### src/rtl/pattern_generator_if.sv
// Control/status bundle for the serial pattern generator.
// The generator uses the slave view; whoever starts runs uses master.
interface pattern_generator_if #(
    parameter int PAT_W = 4,
    parameter int CNT_W = 8
);
    logic             start;
    logic [PAT_W-1:0] pattern;
    logic [CNT_W-1:0] repeat_cnt;
    logic             a;
    logic             frame;
    logic             busy;
    logic             done;

    modport master (
        output start, pattern, repeat_cnt,
        input  a, frame, busy, done
    );

    modport slave (
        input  start, pattern, repeat_cnt,
        output a, frame, busy, done
    );
endinterface

### src/rtl/pattern_generator.sv
// Serial MSB-first pattern transmitter with repeat count and idle gaps.
// Define PATGEN_ABORT_EN to add an 'abort' input that cancels a busy run.
module pattern_generator #(
    parameter int PAT_W = 4,
    parameter int CNT_W = 8,
    parameter int GAP   = 2
) (
    input logic CLK,
    input logic reset_n,
`ifdef PATGEN_ABORT_EN
    input logic abort,
`endif
    pattern_generator_if.slave bus
);
    localparam int IW = $clog2(PAT_W);
    localparam int GW = (GAP > 1) ? $clog2(GAP + 1) : 1;
    localparam logic [IW-1:0] MSB  = IW'(PAT_W - 1);
    localparam logic [GW-1:0] GTOP = GW'((GAP > 0) ? GAP - 1 : 0);

    typedef enum logic [1:0] {
        S_IDLE,
        S_SHIFT,
        S_GAP,
        S_DONE
    } state_t;

    state_t           state_q, state_n;
    logic [PAT_W-1:0] pat_q, pat_n;
    logic [CNT_W-1:0] rep_q, rep_n;
    logic [IW-1:0]    idx_q, idx_n;
    logic [GW-1:0]    gap_q, gap_n;
    logic             a_q, a_n;
    logic             frame_q, frame_n;
    logic             busy_q, busy_n;
    logic             done_q, done_n;

    always_ff @(posedge CLK or negedge reset_n) begin
        if (!reset_n) begin
            state_q <= S_IDLE;
            pat_q   <= '0;
            rep_q   <= '0;
            idx_q   <= '0;
            gap_q   <= '0;
            a_q     <= 1'b0;
            frame_q <= 1'b0;
            busy_q  <= 1'b0;
            done_q  <= 1'b0;
        end else begin
            state_q <= state_n;
            pat_q   <= pat_n;
            rep_q   <= rep_n;
            idx_q   <= idx_n;
            gap_q   <= gap_n;
            a_q     <= a_n;
            frame_q <= frame_n;
            busy_q  <= busy_n;
            done_q  <= done_n;
        end
    end

    // Outputs are computed for the coming cycle and registered.
    always_comb begin
        state_n = state_q;
        pat_n   = pat_q;
        rep_n   = rep_q;
        idx_n   = idx_q;
        gap_n   = gap_q;
        a_n     = 1'b0;
        frame_n = 1'b0;
        busy_n  = 1'b0;
        done_n  = 1'b0;

        unique case (state_q)
            S_IDLE: begin
                if (bus.start) begin
                    pat_n = bus.pattern;
                    rep_n = bus.repeat_cnt;
                    idx_n = MSB;
                    if (bus.repeat_cnt != '0) begin
                        state_n = S_SHIFT;
                        a_n     = bus.pattern[MSB];
                        frame_n = 1'b1;
                        busy_n  = 1'b1;
                    end else begin
                        state_n = S_DONE;
                        done_n  = 1'b1;
                    end
                end
            end
            S_SHIFT: begin
                if (idx_q != '0) begin
                    idx_n   = idx_q - 1'b1;
                    a_n     = pat_q[idx_q - 1'b1];
                    frame_n = 1'b1;
                    busy_n  = 1'b1;
                end else begin
                    // rep_q holds repetitions left including this one
                    rep_n = rep_q - 1'b1;
                    idx_n = MSB;
                    if (rep_q == CNT_W'(1)) begin
                        state_n = S_DONE;
                        done_n  = 1'b1;
                    end else if (GAP == 0) begin
                        a_n     = pat_q[MSB];
                        frame_n = 1'b1;
                        busy_n  = 1'b1;
                    end else begin
                        state_n = S_GAP;
                        gap_n   = GTOP;
                        busy_n  = 1'b1;
                    end
                end
            end
            S_GAP: begin
                busy_n = 1'b1;
                if (gap_q == '0) begin
                    state_n = S_SHIFT;
                    a_n     = pat_q[MSB];
                    frame_n = 1'b1;
                end else begin
                    gap_n = gap_q - 1'b1;
                end
            end
            S_DONE: begin
                state_n = S_IDLE;
            end
            default: begin
                state_n = S_IDLE;
            end
        endcase

`ifdef PATGEN_ABORT_EN
        if (abort && busy_q) begin
            state_n = S_IDLE;
            a_n     = 1'b0;
            frame_n = 1'b0;
            busy_n  = 1'b0;
            done_n  = 1'b0;
        end
`endif
    end

    assign bus.a     = a_q;
    assign bus.frame = frame_q;
    assign bus.busy  = busy_q;
    assign bus.done  = done_q;
endmodule

### src/flat_wrapper.sv
// flat-port wrapper written by rule: the top's interface ports become plain ports
module pattern_generator_flat 
#(
    parameter int PAT_W = 4,
    parameter int CNT_W = 8,
    parameter int GAP   = 2
)
  (CLK, reset_n, bus_start, bus_pattern, bus_repeat_cnt, bus_a, bus_frame, bus_busy, bus_done);
  pattern_generator_if #(.PAT_W(PAT_W), .CNT_W(CNT_W)) bus_i ();
  input logic CLK;
  input logic reset_n;
  input wire logic [$bits(bus_i.start)-1:0] bus_start;
  input wire logic [$bits(bus_i.pattern)-1:0] bus_pattern;
  input wire logic [$bits(bus_i.repeat_cnt)-1:0] bus_repeat_cnt;
  output wire logic [$bits(bus_i.a)-1:0] bus_a;
  output wire logic [$bits(bus_i.frame)-1:0] bus_frame;
  output wire logic [$bits(bus_i.busy)-1:0] bus_busy;
  output wire logic [$bits(bus_i.done)-1:0] bus_done;
  assign bus_i.start = bus_start;
  assign bus_i.pattern = bus_pattern;
  assign bus_i.repeat_cnt = bus_repeat_cnt;
  assign bus_a = bus_i.a;
  assign bus_frame = bus_i.frame;
  assign bus_busy = bus_i.busy;
  assign bus_done = bus_i.done;
  pattern_generator #(.PAT_W(PAT_W), .CNT_W(CNT_W), .GAP(GAP)) u_core (.CLK(CLK), .reset_n(reset_n), .bus(bus_i));
endmodule
### config.mk
export PLATFORM = sky130hd
export DESIGN_NAME = pattern_generator_flat
export DESIGN_NICKNAME = d
export VERILOG_FILES = /design/src/rtl/pattern_generator_if.sv /design/src/rtl/pattern_generator.sv /design/src/flat_wrapper.sv
export SDC_FILE = /design/constraint.sdc
export NUM_CORES = 1
export LEC_CHECK = 0
export CORE_MARGIN = 2
export CORE_UTILIZATION = 55
export CTS_BUF_LIST = sky130_fd_sc_hd__clkbuf_2 sky130_fd_sc_hd__clkbuf_4 sky130_fd_sc_hd__clkbuf_8
export CTS_CLUSTER_DIAMETER = 60
export CTS_CLUSTER_SIZE = 12
export DETAILED_ROUTE_END_ITERATION = 12
export DONT_BUFFER_PORTS = 1
export PLACE_DENSITY = 0.7
export SLEW_MARGIN = 40
export SYNTH_ARGS = -nofsm -noshare
export SYNTH_HDL_FRONTEND = slang
export SYNTH_SLANG_ARGS = --single-unit
### constraint.sdc
create_clock -name CLK -period 3.71 [get_ports CLK]
set_clock_uncertainty 0.1 [all_clocks]
set_input_delay 0.742 -clock CLK [delete_from_list [all_inputs] [get_ports CLK]]
set_output_delay 0.742 -clock CLK [all_outputs]
set_load 0.02 [all_outputs]
-- Yosys cells after proc, flatten, opt, wreduce, memory -nomap -nowiden
Cells that the tools add are included.
- reductions and logical operators: 11
- order comparisons: 1
- add/sub/neg operators: 3
- multiplexer cells: 36
- eq/ne operators: 9
- operator list (operator ; count):
    2-bit two-way mux ; 9
    1-bit two-way mux ; 16
    8-bit two-way mux ; 2
    8-bit case mux with 2 select lines ; 1
    1-bit case mux with 3 select lines ; 3
    8-bit by 1-bit equality test with 1-bit output, second input constant ; 1
    2-bit != test, second input constant ; 4
    2-bit case mux with 2 select lines ; 2
    2-bit case mux with 4 select lines ; 1
    8-bit nonzero test ; 1
    8-bit by 1-bit subtractor with 8-bit output, second input constant ; 1
    3-bit AND reduction ; 2
    2-bit nonzero test ; 3
    2-bit equality test, second input constant ; 2
    2-bit logical NOT ; 2
    2-bit AND reduction ; 2
    4-bit AND reduction ; 1
    2-bit by 1-bit subtractor with 2-bit output, second input constant ; 2
    2-bit by 3-bit < comparator with 1-bit output, second input constant ; 1
    1-bit binary-select mux with 2-bit select ; 1
    2-bit by 1-bit equality test with 1-bit output, second input constant ; 1
    2-bit by 1-bit != test with 1-bit output, second input constant ; 1
    1-bit case mux with 2 select lines ; 1
- logic and storage cells: 69
- register bits after elaboration: 22
- bits of input ports: 15
- output and inout bits: 4

-- Longest topological paths before layout
Gate-level depths: netlist of run 1.
- depth in word-level cells: 5
- depth in mapped cells: 7
- depth with buffers taken out: 6

-- Least setup slack after synthesis of run 1
No wires, ideal clock.
- path kind: input to register
- from: in bus_repeat_cnt[5]
- to: reg u_core.busy_q, in the netlist u_core.bus.busy
- setup slack: 1804 ps
- stages: 4
- library setup time: 120 ps
- data arrival time: 1686 ps
- path through: or4_1 > nor2_1 > o21ai_0 > and3_1
- longest elaborated chain between the ends: 4
- RTL lines (what ; line ; text):
    from (decl) ; flat_wrapper.sv:14 ; input wire logic [$bits(bus_i.repeat_cnt)-1:0] bus_repeat_cnt;
    8-bit nonzero test ; pattern_generator.sv:79 ; if (bus.repeat_cnt != '0) begin
    1-bit two-way mux ; pattern_generator.sv:79 ;
    1-bit two-way mux ; pattern_generator.sv:75 ; if (bus.start) begin
    1-bit case mux with 3 select lines ; pattern_generator.sv:73 ; unique case (state_q)
    via u_core.busy_n ; pattern_generator.sv:34 ; logic busy_q, busy_n;
    to (signal assigned) ; pattern_generator.sv:56 ; busy_q <= busy_n;
    to (decl) ; pattern_generator.sv:34 ;
The timed path passes the listed nets, and every way through them passes these cells.
A chain may end at the register's enable or synchronous reset.

-- Worst setup path in the final report of run 1
- from: reg u_core.state_q[1]
- to: reg u_core.rep_q[6]
- longest elaborated chain between the ends: 3
- elaborated cells between the ends (all ways): 7
- classes of those cells: eq/ne: 3; mux: 1; reduce/logical: 3
- RTL lines (what ; line ; text):
    from (decl) ; pattern_generator.sv:27 ; state_t state_q, state_n;
    from (signal assigned) ; pattern_generator.sv:49 ; state_q <= state_n;
    2-bit by 1-bit equality test with 1-bit output / 2-bit logical NOT (equally long branches) ; pattern_generator.sv:73 ;
    2-bit != test (no line) / 2-bit nonzero test (equally long branches) ; - ;
    3-bit AND reduction (no line) ; - ;
    to (signal assigned) ; pattern_generator.sv:51 ; rep_q <= rep_n;
    to (decl) ; pattern_generator.sv:29 ; logic [CNT_W-1:0] rep_q, rep_n;
Parallel ways exist; a longest one is shown, timed or not.

==> results of run 1 <==
==> critical path: cells and delay by family, from the launching register on <==
kind,cells,cell delay (ps)
compound gates,3,790
flops,1,570
simple gates,1,380
==> metal layers <==
layer / GRT usage / up-vias / share of wire
li1: - / 484 / -
met4: 0.1053 / 0 / 0.012
met1: 0.2514 / 463 / 0.47
met2: 0.3034 / 20 / 0.48
met5: 0 / - / 0
met3: 0.03161 / 4 / 0.033
==> worst max-delay path by stage <==
| stage | startpoint | endpoint | slack (ps) | depth (start not counted) |
|---|---|---|---|---|
| final | u_core.state_q[1] | u_core.rep_q[6] | 1770 | 4 |
| after global routing | u_core.state_q[1] | u_core.rep_q[6] | 1620 | 4 |
| after CTS | u_core.rep_q[0] | u_core.rep_q[6] | 1760 | 6 |
| after detailed placement | bus_repeat_cnt[1] | u_core.bus.busy | 1660 | 4 |
| after global placement | bus_repeat_cnt[5] | u_core.bus.busy | 1680 | 4 |
| after floorplan | bus_repeat_cnt[5] | u_core.bus.busy | 1800 | 4 |
==> sequential cells by signal (all words and copies together), names as in the netlist <==
| register | flops |
|---|---|
| u_core.gap_q | 2 |
| u_core.bus.a | 1 |
| u_core.bus.busy | 1 |
| u_core.bus.done | 1 |
| u_core.bus.frame | 1 |
| u_core.rep_q | 8 |
| u_core.pat_q | 4 |
| u_core.state_q | 2 |
| u_core.idx_q | 2 |
==> through the flow <==
stage / power, µW / utilization / hold slack (ps)
floorplan: 923.6 / - / 340.3
global placement: 974.1 / 0.5671 / 347.0
detailed placement: 990.9 / 0.5671 / 347.0
CTS: 1122 / 0.5837 / 2.412
global route: 1230 / 0.5928 / 108.5
finish: 1118 / 0.5928 / 124.0
==> power by group through the flow <==
stage | combinational [µW] | clock [µW] | sequential [µW]
final | 517 | 131 | 470
after global routing | 599 | 144 | 486
after CTS | 517 | 136 | 470
after detailed placement | 517 | 0 | 474
after global placement | 502 | 0 | 472
after floorplan | 489 | 0 | 434
==> synth_stat cells <==
library cell | n | share of area
nor3b_4 | 1 | 0.015
a22oi_1 | 1 | 0.0060
buf_2 | 3 | 0.012
and3_1 | 1 | 0.0050
a32oi_1 | 1 | 0.0070
nor3_1 | 4 | 0.016
a21oi_4 | 1 | 0.013
a32o_1 | 1 | 0.0080
o21ai_0 | 14 | 0.056
or4_1 | 2 | 0.012
nor4_1 | 1 | 0.0050
a41oi_1 | 1 | 0.0070
o2bb2a_4 | 1 | 0.016
nor3b_1 | 1 | 0.0060
nand2b_1 | 1 | 0.0050
a31oi_1 | 1 | 0.0050
buf_4 | 1 | 0.0060
inv_1 | 10 | 0.030
mux2_2 | 1 | 0.0090
o21ai_1 | 1 | 0.0040
a21oi_1 | 8 | 0.032
o21a_1 | 1 | 0.0060
and2b_1 | 1 | 0.0060
nand3b_1 | 1 | 0.0060
o22ai_1 | 2 | 0.010
nand3_1 | 3 | 0.012
ha_1 | 4 | 0.040
or3b_1 | 1 | 0.0070
or3_1 | 1 | 0.0050
buf_6 | 2 | 0.018
dfrtp_1 | 22 | 0.44
nor3_2 | 1 | 0.0080
o22a_1 | 1 | 0.0070
and4b_1 | 1 | 0.0080
o21bai_1 | 1 | 0.0060
o221ai_1 | 3 | 0.021
nor2_1 | 14 | 0.042
o211ai_1 | 2 | 0.012
mux4_2 | 1 | 0.018
nand2_1 | 18 | 0.054
==> final cells by class <==
type / instances / area [µm²]
Tap cell: 28 / 35.03
Clock buffer: 4 / 36.28
Timing Repair Buffer: 1 / 20.02
Fill cell: 190 / 892.1
Multi-Input combinational cell: 98 / 619.3
Inverter: 10 / 37.54
Sequential cell: 22 / 550.5
==> kinds of logic (layout without fill, tap and decap cells) <==
kind of cell	after synthesis	in the layout	synth area share
mux	2	2	0.02697
compound gates	40	40	0.2158
fa+ha+maj	4	4	0.03996
buf+inv	16	15	0.06593
simple gates	52	52	0.2118
flops	22	22	0.4396
==> results.txt, run 1 <==
row count: 17
Max transition margin: 0.5613
WP data arrival: 2050 ps
Die Height: 51.72 µm
Num CTS Buffers: 3
Reg-to-Reg End: u_core.rep_q[6]
Placer Congestion: 0.8238
Synth cell types: 40
post-route ant nets: 0
CTS Buffer Depth: 2
final hold violations: 0
Slew Viols, Final: 0
# Max-Cap Violations: 0
Worst Hold Class: in -> async
Synth Register Bits: 22
Final TNS setup: 0 ps
Max stage delay on crit path: 570 ps
Period minus WS final: 1942 ps
core area: 2191 µm²
Setup crit start kind: register
Place WS: 1658 ps
final std cells w/o fill: 163
PostCTS Resize Cnt: 0
Sw Share: 0.4334
share of cells above drive strength 1: 0.08148
drt drc: 0
Antenna Diode Count: 0
H-tree level count: 1
Placed Cells: 158
Internal: 633.7 µW
vias per cell: 5.957
Pre-antenna DRT Iters: 4
leakage: 0.0005555 µW
CTS Root Cell: clkbuf_4
design area: 1299 µm²
IO Port Bufs: 0
initial antenna violation count: 0
Placed Area: 1242 µm²
PnR worst setup slack: 1769 ps
wire length of the first global-routing pass: 3822 µm
peak supply drop: 0.4218 mV
Area Overhead vs Synth: 3.697%
Hold Buf Count CTS: 0
Synth Cell Area: 1252 µm²
Clock Pin Slew Worst Setup and Hold Paths: 120 ps
fin crit share: 0.5233
clock latency on the worst-skew pair: 300 ps
worst reg2reg path startpoint: u_core.state_q[1]
Die ar.: 2675 µm²
hpwl dp: 1651 µm
Peak Freq: 0.5151 GHz
CTS Sinks: 22
slowest library cell on the worst path: dfrtp_1
Syn Inst Count: 136
sw power: 484.7 µW
RSZ-0062 raised after global routing: no
nets: 155
most common cell after layout, fill and taps aside: dfrtp_1
share of power burned in registers: 0.421
Final setup viols: 0
r2r setup slk: 1770 ps
post-synthesis sequential area ratio: 0.4396
# IOs: 19
most frequent cells in the layout: dfrtp_1, nand2_1, nor2_1, o21ai_0, inv_1
WP data required: 3820 ps
TritonCTS clock tree: yes
Post-Syn Nets: 155
die width: 51.72 µm
critical-path cell list: and2b_1, a21oi_4, o21bai_1, o2bb2a_4
CP Class: reg -> reg
Total GRT Usage: 0.1922
status: finished clean
Comb pwr share: 0.462
final wirelength: 2250 µm
iteration-0 DRC count of the detailed router: 27
part of the power in the clock network: 0.117
postcts setup bufs: 0
pwr dens: 861.1 nW/µm²
vias in the first global route: 920
via count: 971
Starting Density: 0.5717
grt total ovfl: 0
worst-margin pin slew: 658.0 ps
Max FO, Critical Path: 17
Crit. End Element: register
YS warnings: 0
routed len/inst: 13.80 µm
Syn Area/Cell: 9.209 µm²
worst r2r path cells: 4
largest net degree at the start of global routing: 23
No activity file was read; power rests on OpenSTA's default activity.
==> inputs of run 2 (changes only) <==
- clock period: 3.71 -> 1.8 ns (I/O delays scaled with it)
==> run 2 against run 1 <==
- final cell count rose by 8.6%
- worst hold slack worse by 64 ps
- sequential power up 100%
- die area did not move
- critical path type unchanged
- critical endpoint unchanged
==> results.txt, run 2 (synthesized netlist as in run 1, its figures left out) <==
Antenna Diode Count: 0
Die Height: 51.72 µm
Period minus WS final: 1763 ps
Peak Freq: 0.5671 GHz
Crit. End Element: register
fin crit share: 0.9797
final hold violations: 0
Clock Pin Slew Worst Setup and Hold Paths: 120 ps
# Max-Cap Violations: 0
Slew Viols, Final: 0
iteration-0 DRC count of the detailed router: 31
Core Util, Final: 0.6471
share of cells above drive strength 1: 0.2013
hpwl dp: 1997 µm
most frequent cells in the layout: dfrtp_1, nand2_1, nor2_1, o21ai_0, buf_4
slowest library cell on the worst path: dfrtp_1
Starting Density: 0.5717
most common cell after layout, fill and taps aside: dfrtp_1
TritonCTS clock tree: yes
Area Overhead vs Synth: 13.19%
register with the most flip-flops: u_core.rep_q
CTS Sinks: 22
leakage: 0.0006193 µW
fillers: 167
CTS Buffer Depth: 2
status: finished clean
CTS Root Cell: clkbuf_4
H-tree level count: 1
post-route ant nets: 0
clock latency on the worst-skew pair: 290 ps
peak supply drop: 1.161 mV
routed len/inst: 15.32 µm
CP Class: reg -> reg
row count: 17
# IOs: 19
number of flip-flops in the largest register: 8
Max stage delay on crit path: 410 ps
via count: 1066
vias in the first global route: 1143
biggest regs: u_core.rep_q x8, u_core.pat_q x4
Num CTS Buffers: 3
final wirelength: 2712 µm
IO Port Bufs: 0
Final setup viols: 0
Die ar.: 2675 µm²
RSZ-0062 raised after global routing: yes
PnR worst setup slack: 36.53 ps
Max FO, Critical Path: 3
wire length of the first global-routing pass: 4595 µm
Worst Hold Class: in -> reg
grt total ovfl: 0
WP data required: 1900 ps
Placer Congestion: 0.8906
worst-margin pin slew: 490.1 ps
Total GRT Usage: 0.2292
Place WS: -51.72 ps
Pre-antenna DRT Iters: 4
critical-path cell list: inv_2, ha_4, or3b_4, nor3_4, a31oi_1, o2bb2a_4
drt drc: 0
die width: 51.72 µm
vias per cell: 6.023
largest net degree at the start of global routing: 23
WP data arrival: 1860 ps
Max transition margin: 0.6732
pwr dens: 1838 nW/µm²
Setup crit start kind: register
nets: 170
core area: 2191 µm²
hold slack: 60.45 ps
initial antenna violation count: 0
==> run 2: worst max-delay path, delay by kind of cell, from the launching register on <==
| family | cells | cell delay [ps] |
|---|---|---|
| AOI/OAI and AO/OA | 2 | 320 |
| adders and majority gates | 1 | 140 |
| buffers and inverters | 1 | 90 |
| DFF | 1 | 410 |
| and+or+nand+nor | 2 | 610 |
==> run 2: final timing paths <==
check	cells past startpoint	slack, ps	startpoint	end
max	6	40	u_core.rep_q[1]	u_core.rep_q[6]
min reg2reg	2	390	u_core.pat_q[1]	u_core.pat_q[1]
max reg2reg	6	40	u_core.rep_q[1]	u_core.rep_q[6]
max in group asynchronous	2	810	reset_n	u_core.rep_q[5]
min	2	60	bus_pattern[0]	u_core.pat_q[0]
min in group asynchronous	2	450	reset_n	u_core.bus.a
==> run 2: power by group <==
part,switching (µW),internal (µW),leakage (µW)
Combinational,754,692,0.000340
Sequential,228,715,0.000266
Clock,139,77.8,0.0000138
==> run 2: metrics by stage <==
step                cell area (µm²)  TNS [ps]  std cells  power (µW)
global placement               1325         0        169        2181
floorplan                      1252         0        136        1904
CTS                            1363         0        173        2481
global route                   1418    -20.79        177        2846
finish                         1418         0        177        2606
detailed placement             1325    -51.72        169        2248
==> run 2: per-layer routing <==
metal | global-route usage | vias up | wire (µm)
li1 | - | 513 | -
met1 | 0.2439 | 515 | 1110
met2 | 0.4188 | 34 | 1443
met3 | 0.05460 | 4 | 128
met4 | 0.1140 | 0 | 30
met5 | 0 | - | 0
==> run 2: area by class of cell <==
class	count	area, µm²	share of cell area
multi-input cells	98	651.9	0.4598
repair buffers	16	120.1	0.08473
flip-flops and latches	22	550.5	0.3883
inverters	10	37.54	0.02648
clock buffers	3	22.52	0.01589
well taps	28	35.03	0.02471
==> run 2: repair_timing <==
action,CTS,global route
endpoints found under the setup margin,1,2
pin swaps,0,4
hold endpoints to repair,22,22
setup buffers,0,3
hold buffers,1,1
resized for setup,1,7
==> inputs of run 3 (changes only) <==
- CORE_MARGIN: 2 -> 4
==> run 3 against run 2 <==
- combinational power is 8% lower
- global-route usage is 4.4 points lower
- largest cell class unchanged
- critical endpoint unchanged
- critical path depth stayed put
- non-clock buffer count is 4 lower
- first-iteration DRC count is 13% higher
- fmax is 0.48% higher
- routed wire length is 0.74% lower
- clock power is 27% higher
- worst hold slack worse by 17 ps
==> results.txt, run 3 (synthesized netlist as in run 1, its figures left out) <==
routed len/inst: 15.47 µm
post-route ant nets: 0
status: finished clean
hpwl dp: 1964 µm
Peak Freq: 0.5698 GHz
H-tree level count: 1
leakage: 0.0006074 µW
Total GRT Usage: 0.1848
drt drc: 0
Slew Viols, Final: 0
Die Height: 55.72 µm
worst-margin pin slew: 509.0 ps
Placed Area: 1318 µm²
via count: 1046
Core Util, Final: 0.6311
vias in the first global route: 1053
CP Class: reg -> reg
r2r setup slk: 40 ps
wire length of the first global-routing pass: 4705 µm
Antenna Diode Count: 0
number of flip-flops in the largest register: 8
clock latency on the worst-skew pair: 310 ps
Max transition margin: 0.6607
Max FO, Critical Path: 3
worst r2r path cells: 6
# IOs: 19
Area Overhead vs Synth: 10.39%
TritonCTS clock tree: yes
peak supply drop: 1.117 mV
most frequent cells in the layout: dfrtp_1, nand2_1, nor2_1, o21ai_0
final std cells w/o fill: 174
Pre-antenna DRT Iters: 4
Clock Pin Slew Worst Setup and Hold Paths: 130 ps
Final Power: 2547 µW
design area: 1383 µm²
CTS Sinks: 22
Period minus WS final: 1755 ps
pwr dens: 1842 nW/µm²
hold path cells: 2
Num CTS Buffers: 3
CTS Root Cell: clkbuf_4
iteration-0 DRC count of the detailed router: 35
Die ar.: 3105 µm²
share of cells above drive strength 1: 0.1644
Placer Congestion: 0.8740
Placed Cells: 168
Worst Hold Class: in -> reg
Final TNS setup: 0 ps
worst hold endpoint: u_core.pat_q[1]
nets: 166
IO Port Bufs: 0
WP data required: 1920 ps
CTS Buffer Depth: 2
vias per cell: 6.011
fin crit share: 0.9750
row count: 17
grt total ovfl: 0
die width: 55.72 µm
final hold violations: 0
final wirelength: 2692 µm
RSZ-0062 raised after global routing: yes
most common cell after layout, fill and taps aside: dfrtp_1
biggest regs: u_core.rep_q x8, u_core.pat_q x4
Starting Density: 0.5717
largest net degree at the start of global routing: 23
Reg-to-Reg End: u_core.rep_q[6]
Final setup viols: 0
Setup crit start kind: register
WP data arrival: 1870 ps
Hold Startpoint: bus_pattern[1]
Crit. End Element: register
worst reg2reg path startpoint: u_core.rep_q[1]
core area: 2191 µm²
initial antenna violation count: 0
# Max-Cap Violations: 0
register with the most flip-flops: u_core.rep_q
## run 3: power breakdown
part           switching (µW)  leakage (µW)  internal (µW)
Clock                     153     0.0000210            123
Combinational             721      0.000321            616
Sequential                220      0.000266            715
Total                    1090      0.000607           1450
## run 3: cell type report
cell class	count	area [µm²]
timing repair buffer	12	90.09
clock buffer	4	36.28
sequential	22	550.5
fill	184	808.3
inverter	10	37.54
multi-input combinational	98	633.1
tap	28	35.03
## run 3: worst max-delay path, cell delays in order (launching register included)
cell	delay [ps]
dfrtp_1	400
inv_1	90
ha_1	190
or3b_4	400
nor3_2	140
a31oi_1	120
o2bb2a_4	220
## run 3: per-stage QoR
step | worst slack, ps | hold slack, ps
after floorplan | 46.51 | -35.59
after global placement | 82.95 | -35.03
after detailed placement | 23.64 | -35.00
after CTS | 52.55 | 38.21
after global routing | -31.41 | 49.33
final | 44.93 | 43.19
## run 3: repair_timing
item | 4_1_cts | 5_1_grt
cloned | 0 | 0
endpoints found under the setup margin | 1 | 2
gates resized for setup | 1 | 2
hold endpoints to repair | 22 | 22
buffers inserted | 0 | 0
hold buffers | 1 | 1
## run 3: per-layer routing
layer,vias to the layer above,part of all wire,track usage
met3,2,0.061,0.02784
met4,0,0.0071,0.04861
li1,505,-,-
met1,509,0.42,0.2386
met5,-,0,0
met2,30,0.51,0.3209
## run 3: worst max path at each step
stage / from / end / slack (ps) / depth (start not counted)
after floorplan: u_core.rep_q[0] / u_core.rep_q[6] / 50 / 6
final: u_core.rep_q[1] / u_core.rep_q[6] / 40 / 6
after global placement: u_core.rep_q[1] / u_core.rep_q[6] / 80 / 6
after CTS: u_core.rep_q[1] / u_core.rep_q[6] / 50 / 6
after global routing: u_core.rep_q[1] / u_core.rep_q[6] / -30 / 6
after detailed placement: u_core.rep_q[1] / u_core.rep_q[6] / 20 / 6
